## config.mk

```make
export PLATFORM = sky130hd
export DESIGN_NAME = mmio_periph_responder
export DESIGN_NICKNAME = d
export VERILOG_FILES = /design/src/rtl/mmio_periph_responder_pkg.sv /design/src/rtl/mmio_periph_responder_seg_scanner.sv /design/src/rtl/mmio_periph_responder.sv
export SDC_FILE = /design/constraint.sdc
export NUM_CORES = 1
export LEC_CHECK = 0
export CORE_ASPECT_RATIO = 1.5
export CORE_MARGIN = 2
export CORE_UTILIZATION = 49
export CTS_CLUSTER_SIZE = 16
export DETAILED_ROUTE_END_ITERATION = 10
export PLACE_DENSITY = 0.78
export SETUP_SLACK_MARGIN = 0.05
export SYNTH_ARGS = -nofsm -noshare
export SYNTH_HDL_FRONTEND = slang
export SYNTH_SLANG_ARGS = --single-unit
```

## constraint.sdc

```tcl
create_clock -name clk -period 2.9 [get_ports clk]
set_input_delay 0.87 -clock clk [delete_from_list [all_inputs] [get_ports clk]]
set_output_delay 0.87 -clock clk [all_outputs]
set_load 0.03 [all_outputs]
```

## src/rtl/mmio_periph_responder_pkg.sv

```systemverilog
`default_nettype none
// ============================================================================
// Module      : mmio_periph_responder_pkg
// Description : Register offsets and TCON layout shared by the peripheral
//               responder, the CPU read-mux decode and software headers.
// Revision    : 1.0 - initial release
// ============================================================================
package mmio_periph_responder_pkg;

  localparam logic [4:0] OFF_TH      = 5'h00;
  localparam logic [4:0] OFF_TL      = 5'h04;
  localparam logic [4:0] OFF_TCON    = 5'h08;
  localparam logic [4:0] OFF_LED     = 5'h0C;
  localparam logic [4:0] OFF_DIGITS  = 5'h10;
  localparam logic [4:0] OFF_SYSTICK = 5'h14;

  localparam int TCON_EN  = 0;
  localparam int TCON_IE  = 1;
  localparam int TCON_IRQ = 2;

  typedef struct packed {
    logic irq;
    logic ie;
    logic en;
  } tcon_t;

endpackage
`default_nettype wire

```

## src/rtl/mmio_periph_responder_seg_scanner.sv

```systemverilog
`default_nettype none
// ============================================================================
// Module      : seg_scanner
// Description : 4-digit multiplexed hex display driver, active-low outputs.
// Revision    : 1.0 - initial release
// ============================================================================
module seg_scanner #(
  parameter int SCAN_DIV = 50000
) (
  input  logic        clk,
  input  logic        reset,
  input  logic [15:0] i_digits,
  output logic [6:0]  o_seg,
  output logic [3:0]  o_ano
);

  localparam int              CW = (SCAN_DIV > 1) ? $clog2(SCAN_DIV) : 1;
  localparam logic [CW-1:0]   TC = CW'(SCAN_DIV - 1);

  logic [CW-1:0] r_cnt;
  logic [1:0]    r_idx;
  logic [3:0]    w_nib;

  always_ff @(posedge clk) begin
    if (reset) begin
      r_cnt <= '0;
      r_idx <= 2'd0;
    end else if (r_cnt == TC) begin
      r_cnt <= '0;
      r_idx <= r_idx + 2'd1;
    end else begin
      r_cnt <= r_cnt + 1'b1;
    end
  end

  assign w_nib = i_digits[{r_idx, 2'b00} +: 4];
  assign o_ano = ~(4'b0001 << r_idx);

  // Bit order g..a, low means segment lit.
  always_comb begin
    o_seg = 7'b1111111;
    case (w_nib)
      4'h0: o_seg = 7'b1000000;
      4'h1: o_seg = 7'b1111001;
      4'h2: o_seg = 7'b0100100;
      4'h3: o_seg = 7'b0110000;
      4'h4: o_seg = 7'b0011001;
      4'h5: o_seg = 7'b0010010;
      4'h6: o_seg = 7'b0000010;
      4'h7: o_seg = 7'b1111000;
      4'h8: o_seg = 7'b0000000;
      4'h9: o_seg = 7'b0010000;
      4'hA: o_seg = 7'b0001000;
      4'hB: o_seg = 7'b0000011;
      4'hC: o_seg = 7'b1000110;
      4'hD: o_seg = 7'b0100001;
      4'hE: o_seg = 7'b0000110;
      4'hF: o_seg = 7'b0001110;
      default: o_seg = 7'b1111111;
    endcase
  end

endmodule
`default_nettype wire

```

## src/rtl/mmio_periph_responder.sv

```systemverilog
`default_nettype none
// ============================================================================
// Module      : mmio_periph_responder
// Description : Memory-mapped timer, LED, hex display and systick block.
// Revision    : 1.0 - initial release
// ============================================================================
module mmio_periph_responder
  import mmio_periph_responder_pkg::*;
#(
  parameter logic [31:0] BASE_ADDR = 32'h4000_0000,
  parameter int          SCAN_DIV  = 50000
) (
  input  logic        clk,
  input  logic        reset,
  input  logic [31:0] Address,
  input  logic [31:0] Write_data,
  input  logic        MemRead,
  input  logic        MemWrite,
  output logic [31:0] Read_data,
  output logic        Hit,
  output logic        irq,
  output logic [7:0]  led,
  output logic [6:0]  Seg,
  output logic [3:0]  Ano
);

  logic [31:0] r_th;
  logic [31:0] r_tl;
  tcon_t       r_tcon;
  logic [7:0]  r_led;
  logic [15:0] r_digits;
  logic [31:0] r_tick;

  logic [4:0]  w_off;
  logic        w_wr;
  logic        w_ovf;
  logic        w_hw_irq;

  // Byte lanes are ignored, so the offset is word-aligned.
  assign w_off    = Address[4:0] & 5'b11100;
  assign Hit      = (Address[31:5] == BASE_ADDR[31:5]) && (w_off <= OFF_SYSTICK);
  assign w_wr     = MemWrite && Hit;
  assign w_ovf    = r_tcon.en && (r_tl == 32'hFFFF_FFFF);
  assign w_hw_irq = w_ovf && r_tcon.ie;

  always_ff @(posedge clk) begin
    if (reset) begin
      r_th     <= '0;
      r_tl     <= '0;
      r_tcon   <= '0;
      r_led    <= '0;
      r_digits <= '0;
      r_tick   <= '0;
    end else begin
      r_tick <= r_tick + 32'd1;

      if (w_wr && w_off == OFF_TH)     r_th     <= Write_data;
      if (w_wr && w_off == OFF_LED)    r_led    <= Write_data[7:0];
      if (w_wr && w_off == OFF_DIGITS) r_digits <= Write_data[15:0];

      if (w_wr && w_off == OFF_TL)
        r_tl <= Write_data;
      else if (r_tcon.en)
        r_tl <= w_ovf ? r_th : r_tl + 32'd1;

      // A hardware overflow set wins over a software clear in the same cycle.
      if (w_wr && w_off == OFF_TCON) begin
        r_tcon.en  <= Write_data[TCON_EN];
        r_tcon.ie  <= Write_data[TCON_IE];
        r_tcon.irq <= Write_data[TCON_IRQ] | w_hw_irq;
      end else if (w_hw_irq) begin
        r_tcon.irq <= 1'b1;
      end
    end
  end

  always_comb begin
    Read_data = 32'h0;
    if (MemRead && Hit) begin
      case (w_off)
        OFF_TH:      Read_data = r_th;
        OFF_TL:      Read_data = r_tl;
        OFF_TCON:    Read_data = {29'd0, r_tcon};
        OFF_LED:     Read_data = {24'd0, r_led};
        OFF_DIGITS:  Read_data = {16'd0, r_digits};
        OFF_SYSTICK: Read_data = r_tick;
        default:     Read_data = 32'h0;
      endcase
    end
  end

  assign irq = r_tcon.irq;
  assign led = r_led;

  seg_scanner #(
    .SCAN_DIV (SCAN_DIV)
  ) u_seg_scanner (
    .clk      (clk),
    .reset    (reset),
    .i_digits (r_digits),
    .o_seg    (Seg),
    .o_ano    (Ano)
  );

endmodule
`default_nettype wire
```

==> flow_metrics.env, run 1 <==
export IMPL_syn_nets=1026
export IMPL_fin_ws_ns=-0.350
export IMPL_tightest_slew_ns=0.584
export IMPL_die_area_um2=17000
export IMPL_fin_nets=1197
export IMPL_antenna_cells=0
export IMPL_crit_required_ns=2.03
export IMPL_timing_slew_headroom_pct=60.9
export IMPL_cts_sinks=141
export IMPL_synthArstFlopShare_pct=0
export IMPL_vias_per_cell=6.07
export IMPL_cts_htree_levels=4
export IMPL_firstDrtPassIters=7
export IMPL_synth_edff_count=0
export IMPL_power_density_nw_per_um2=395
export IMPL_dr_first_iter_drc_count=721
export IMPL_grt_start_max_net_pins=51
export IMPL_grt_usage_pct=29.4
export IMPL_start_kind="register"
export IMPL_core_rowCount=56
export IMPL_setup_violations=39
export IMPL_synth_top_area_share_pct=36.1
export IMPL_finalCriticalPeriod_ns=3.25
export IMPL_crit_path_max_fanout=4
export IMPL_io_pins=121
export IMPL_cp_end_kind="output port"
export IMPL_post_place_cells=1289
export IMPL_die_w_um=107
export IMPL_cts_inserted_buffers=17
export IMPL_ys_ff_latch=141
export IMPL_clk_pin_slew_ns=0.06
export IMPL_syn_area_um2=7810
export IMPL_worstPathArrival_ns=2.38
export IMPL_ys_top_cells_by_area="dfxtp_1 (36%), mux2i_1 (11%), nor2_1 (8.1%)"
export IMPL_clk_insertion_delay_late_ns=0.42
export IMPL_ant_nets=0
export IMPL_fillCellCount=1137
export IMPL_wl_um=25400
export IMPL_grt_pass1_vias=7769
export IMPL_r2r_start="r_tl[11]$_SDFFE_PP0P_"
export IMPL_syn_area_per_cell_um2=8.27
export IMPL_ff2ff_setup_slack_ns=0.20
export IMPL_drc_errors=0
export IMPL_finalMaxSlewViolations=0
export IMPL_place_area_um2=10000
export IMPL_route_vias_total=8089
export IMPL_vdd_drop_max_uv=341
export IMPL_max_freq_mhz=308
export IMPL_fin_crit_sh_pct=112
export IMPL_min_from="r_tick[0]$_SDFF_PP0_"
export IMPL_power_leakage_nw=3.99
export IMPL_start_util_pct=50.0
export IMPL_synth_yosys_seq_area_share_pct=36.1
export IMPL_violations="setup timing"
export IMPL_grt_ovfl_total=0
export IMPL_area_delta_synth_final_pct=42.1
export IMPL_skew_ns=0.00825
export IMPL_core_area_um2=15600
export IMPL_rsz0062_at_grt="true"
export IMPL_yosysUniqueCellTypes=53
export IMPL_ys_flop_type="dfxtp_1"
export IMPL_cts_tree="done"
export IMPL_synth_top_area_cell="dfxtp_1"
export IMPL_cts_buffer_depth=2
export IMPL_die_height_um=159
export IMPL_design_area_um2=11100
export IMPL_yosys_warnings=0
export IMPL_drive_gt1_share_pct=25.0
export IMPL_antenna_found_initial=0
export IMPL_finalNonFillerCells=1332
export IMPL_cts_root_buffer="clkbuf_16"
export IMPL_place_congestion=0.864
export IMPL_crit_start="u_seg_scanner.r_idx[0]$_SDFFE_PP0P_"
export IMPL_hold_violations=0
export IMPL_port_buffers=118
export IMPL_path_class="register to output port"
export IMPL_hpwl_um=16900
export IMPL_fin_util_pct=71.1
export IMPL_avgRoutedWirePerCell_um=19.1
export IMPL_p_total_w=0.00439
export IMPL_grt_pass1_wl_um=39400
export IMPL_status="finished, violations left"
export IMPL_min_path_type="register to register"
export IMPL_drv_cap=0
export IMPL_syn_inst=945
[per-stage QoR]
stage	hold WS, ns	setup TNS, ns	setup WS, ns
6_report	0.464	-9.64	-0.350
5_1_grt	0.489	-12.28	-0.385
4_1_cts	0.469	-9.75	-0.290
3_5_place_dp	0.456	-42.21	-0.635
3_3_place_gp	0.441	-36.20	-0.583
2_1_floorplan	0.426	-7.75	-0.279
[cell usage after synthesis, types with 5 or more instances]
cell type  number
o21a_1          6
mux2i_1        83
o21ai_0        33
inv_1          17
xnor2_1        16
and3_1         22
dfxtp_1       141
o22ai_1         5
or3_1          13
nand3_1        48
a31oi_1        13
nor3_1         14
buf_1           9
a21oi_1        60
mux4_2         18
ha_1           13
nor2_1        168
buf_2           9
and4_1          6
xor2_1         27
nand4_1        22
and2_1          9
nor4_1         15
nor2b_1        12
clkbuf_1       41
nand2_1        78
[state kept, by name, summed over array words and instances (netlist names)]
name,cells
u_seg_scanner.r_cnt,16
r_th,32
u_seg_scanner.r_idx,2
r_tcon,2
r_tl,32
r_digits,16
irq,1
r_tick,32
led,8
[cell usage in the layout, fill, tap and decap left out, types with 7 or more instances in the layout]
| cell type | instances |
|---|---|
| a21oi_1 | 53 |
| a21oi_4 | 7 |
| a31oi_1 | 12 |
| and2_1 | 7 |
| and3_1 | 22 |
| buf_12 | 17 |
| buf_2 | 12 |
| buf_4 | 65 |
| buf_6 | 56 |
| clkbuf_16 | 17 |
| clkdlybuf4s50_1 | 44 |
| dfxtp_1 | 140 |
| ha_1 | 8 |
| inv_1 | 14 |
| mux2i_1 | 80 |
| mux4_2 | 18 |
| nand2_1 | 73 |
| nand3_1 | 47 |
| nand4_1 | 22 |
| nor2_1 | 147 |
| nor2_4 | 20 |
| nor2b_4 | 9 |
| nor3_1 | 13 |
| nor4_1 | 8 |
| o21ai_0 | 30 |
| or3_1 | 13 |
| xnor2_1 | 16 |
| xor2_1 | 27 |
[layer usage]
layer | up-vias | GRT usage [%] | share of wire, %
met3 | 116 | 5.53 | 7.1
met4 | 0 | 15.7 | 5.4
li1 | 3701 | - | -
met5 | - | 0 | 0
met1 | 3843 | 34.2 | 38
met2 | 429 | 51.0 | 50
[power breakdown]
group          switching (W)  internal, W  leakage [nW]
registers         0.00000934      0.00194          1.14
logic               0.000134     0.000129          2.57
clock network       0.000862      0.00131         0.276
[area by class of cell]
type / count / area [µm²] / area share, %
multi-input combinational: 726 / 5220 / 47.0
sequential: 141 / 2830 / 25.4
timing repair buffer: 212 / 2160 / 19.4
clock buffer: 22 / 464 / 4.18
tap: 203 / 254 / 2.29
clock inverter: 10 / 115 / 1.04
inverter: 18 / 70.1 / 0.631
[repair_timing]
action                     4_1_cts  5_1_grt
buffers inserted                10        1
gates resized for setup        169       29
hold buffers                     0        0
pin swaps                       20       15
setup endpoints to repair       47       41
gates cloned                     1        0
[worst max-delay path: stages, from the launching register on]
cell	delay, ns
dfxtp_4	0.41
mux4_2	0.61
inv_2	0.14
ha_4	0.21
buf_6	0.12
a21oi_4	0.13
nor2_4	0.05
a31oi_4	0.13
buf_6	0.15
[worst paths after layout]
kind	endpoint	depth (start not counted)
hold reg to reg	r_tick[0]$_SDFF_PP0_	1
hold / removal	r_tick[0]$_SDFF_PP0_	1
setup / recovery	Seg[3]	8
setup reg to reg	r_tl[7]$_SDFFE_PP0P_	7
[kinds of logic after synthesis]
group                    count (synthesis)  synth area share [%]
multiplexers                           105                  16.4
XOR/XNOR                                43                  4.82
buffers and inverters                   78                  3.99
AO/OA/AOI/OAI                          144                  11.0
flip-flops                             141                  36.1
adder cells (fa/ha/maj)                 13                  2.08
AND/OR/NAND/NOR                        421                  25.6
Power figures use the tool's default switching activity.
==> run 2: changes to the inputs <==
Settings changed: MAX_ROUTING_LAYER set to met4.
==> flow_metrics.env, run 2 (synthesis results as in run 1) <==
export IMPL_firstDrtPassIters=5
export IMPL_drv_cap=0
export IMPL_drc_errors=0
export IMPL_slowest_delay_ns=0.54
export IMPL_setup_violations=39
export IMPL_ant_nets=0
export IMPL_min_path_type="register to register"
export IMPL_violations="setup timing"
export IMPL_path_class="register to output port"
export IMPL_vdd_drop_max_uv=346
export IMPL_wl_um=25200
export IMPL_grt_start_max_net_pins=51
export IMPL_grt_pass1_wl_um=39400
export IMPL_grt_pass1_vias=7778
export IMPL_finalMaxSlewViolations=0
export IMPL_hpwl_um=16900
export IMPL_dr_first_iter_drc_count=666
export IMPL_place_area_um2=10000
export IMPL_start_util_pct=50.0
export IMPL_route_vias_total=7996
export IMPL_io_pins=121
export IMPL_finalCriticalPeriod_ns=3.22
export IMPL_antenna_found_initial=0
export IMPL_rsz0062_at_grt="true"
export IMPL_clk_insertion_delay_late_ns=0.42
export IMPL_slowest_stage="mux4_2"
export IMPL_skew_ns=0.00778
export IMPL_hold_violations=0
export IMPL_cts_inserted_buffers=17
export IMPL_power_density_nw_per_um2=395
export IMPL_die_area_um2=17000
export IMPL_final_cell_mix="nor2_1 (147), dfxtp_1 (140), mux2i_1 (80)"
export IMPL_cp_end_kind="output port"
export IMPL_crit_required_ns=2.03
export IMPL_seqCellArea_um2=2830
export IMPL_core_rowCount=56
export IMPL_cts_buffer_depth=2
export IMPL_top_regs="r_th x32, r_tick x32, r_tl x32"
export IMPL_fin_crit_sh_pct=111
export IMPL_fin_nets=1197
export IMPL_die_height_um=159
export IMPL_max_freq_mhz=311
export IMPL_cts_root_buffer="clkbuf_16"
export IMPL_crit_path_max_fanout=7
export IMPL_tightest_slew_ns=0.584
export IMPL_cts_tree="done"
export IMPL_antenna_cells=0
export IMPL_cp_num_buf_inv=5
export IMPL_grt_usage_pct=30.3
export IMPL_clk_pin_slew_ns=0.06
export IMPL_core_area_um2=15600
export IMPL_cts_sinks=141
export IMPL_power_leakage_nw=3.99
export IMPL_place_congestion=0.878
export IMPL_timing_slew_headroom_pct=60.9
export IMPL_design_area_um2=11100
export IMPL_fin_ws_ns=-0.316
export IMPL_port_buffers=118
export IMPL_area_delta_synth_final_pct=42.1
export IMPL_die_w_um=107
export IMPL_fillCellCount=1145
export IMPL_drive_gt1_share_pct=25.1
export IMPL_cts_htree_levels=4
export IMPL_grt_ovfl_total=0
export IMPL_start_kind="register"
export IMPL_vias_per_cell=6.00
export IMPL_final_common_cell="nor2_1"
export IMPL_p_total_w=0.00439
export IMPL_path_cells="buf_12 -> buf_6 -> mux4_2 -> buf_6 -> buf_12 -> and2_4 -> nand2_1 -> o21ai_1 -> buf_4"
export IMPL_status="finished, violations left"
export IMPL_avgRoutedWirePerCell_um=18.9
export IMPL_worstPathArrival_ns=2.35
export IMPL_multi_input_area_um2=5220
export IMPL_cpLargestDelayFamily="buffers and inverters"
-- run 2: layer usage --
| layer | up-vias | track usage (%) | share of wire [%] |
|---|---|---|---|
| li1 | 3706 | - | - |
| met1 | 3801 | 34.3 | 38 |
| met2 | 383 | 51.2 | 50 |
| met3 | 106 | 5.53 | 7.1 |
| met4 | 0 | 15.0 | 5.0 |
| met5 | - | - | 0 |
-- run 2: cell type report --
| type | instances | area share (%) |
|---|---|---|
| multi-input cells | 726 | 47.0 |
| flip-flops and latches | 141 | 25.5 |
| repair buffers | 212 | 19.4 |
| clock buffers | 22 | 4.18 |
| well taps | 203 | 2.29 |
| clock inverters | 10 | 1.04 |
| inverters | 18 | 0.631 |
-- run 2: timing repair --
item,CTS,global route
resized for setup,169,29
setup buffers,10,1
pin swaps,20,19
setup endpoints to repair,47,41
hold buffers,0,0
gates cloned,1,0
-- run 2: power by group --
group / leakage (nW) / internal (W) / switching (W) / total (W)
Combinational: 2.57 / 0.000129 / 0.000134 / 0.000263
Sequential: 1.14 / 0.00194 / 0.00000976 / 0.00195
Clock: 0.276 / 0.00131 / 0.000864 / 0.00217
Total: 3.99 / 0.00338 / 0.00101 / 0.00439
-- run 2: worst register-to-register path, delay by kind of cell, from the launching register on --
kind,cells,cell delay [ns]
flops,1,0.46
buf+inv,1,0.33
simple gates,5,1.67
compound gates,1,0.14
-- run 2: metrics by stage --
step	setup WS, ns	std cells	utilization, %	setup TNS [ns]	hold slack, ns
global route	-0.389	1332	71.1	-12.34	0.489
floorplan	-0.279	945	-	-7.75	0.426
detailed placement	-0.635	1289	64.3	-42.21	0.456
finish	-0.316	1332	71.1	-9.55	0.467
CTS	-0.290	1332	70.5	-9.75	0.469
global placement	-0.583	1289	64.3	-36.20	0.441
-- run 2: final timing paths --
| check | cells past startpoint | slack [ns] | from | end |
|---|---|---|---|---|
| min reg2reg | 1 | 0.47 | r_tick[0]$_SDFF_PP0_ | r_tick[0]$_SDFF_PP0_ |
| min | 1 | 0.47 | r_tick[0]$_SDFF_PP0_ | r_tick[0]$_SDFF_PP0_ |
| max | 9 | -0.32 | u_seg_scanner.r_idx[0]$_SDFFE_PP0P_ | Seg[5] |
| max reg2reg | 7 | 0.23 | r_tl[11]$_SDFFE_PP0P_ | r_tl[7]$_SDFFE_PP0P_ |
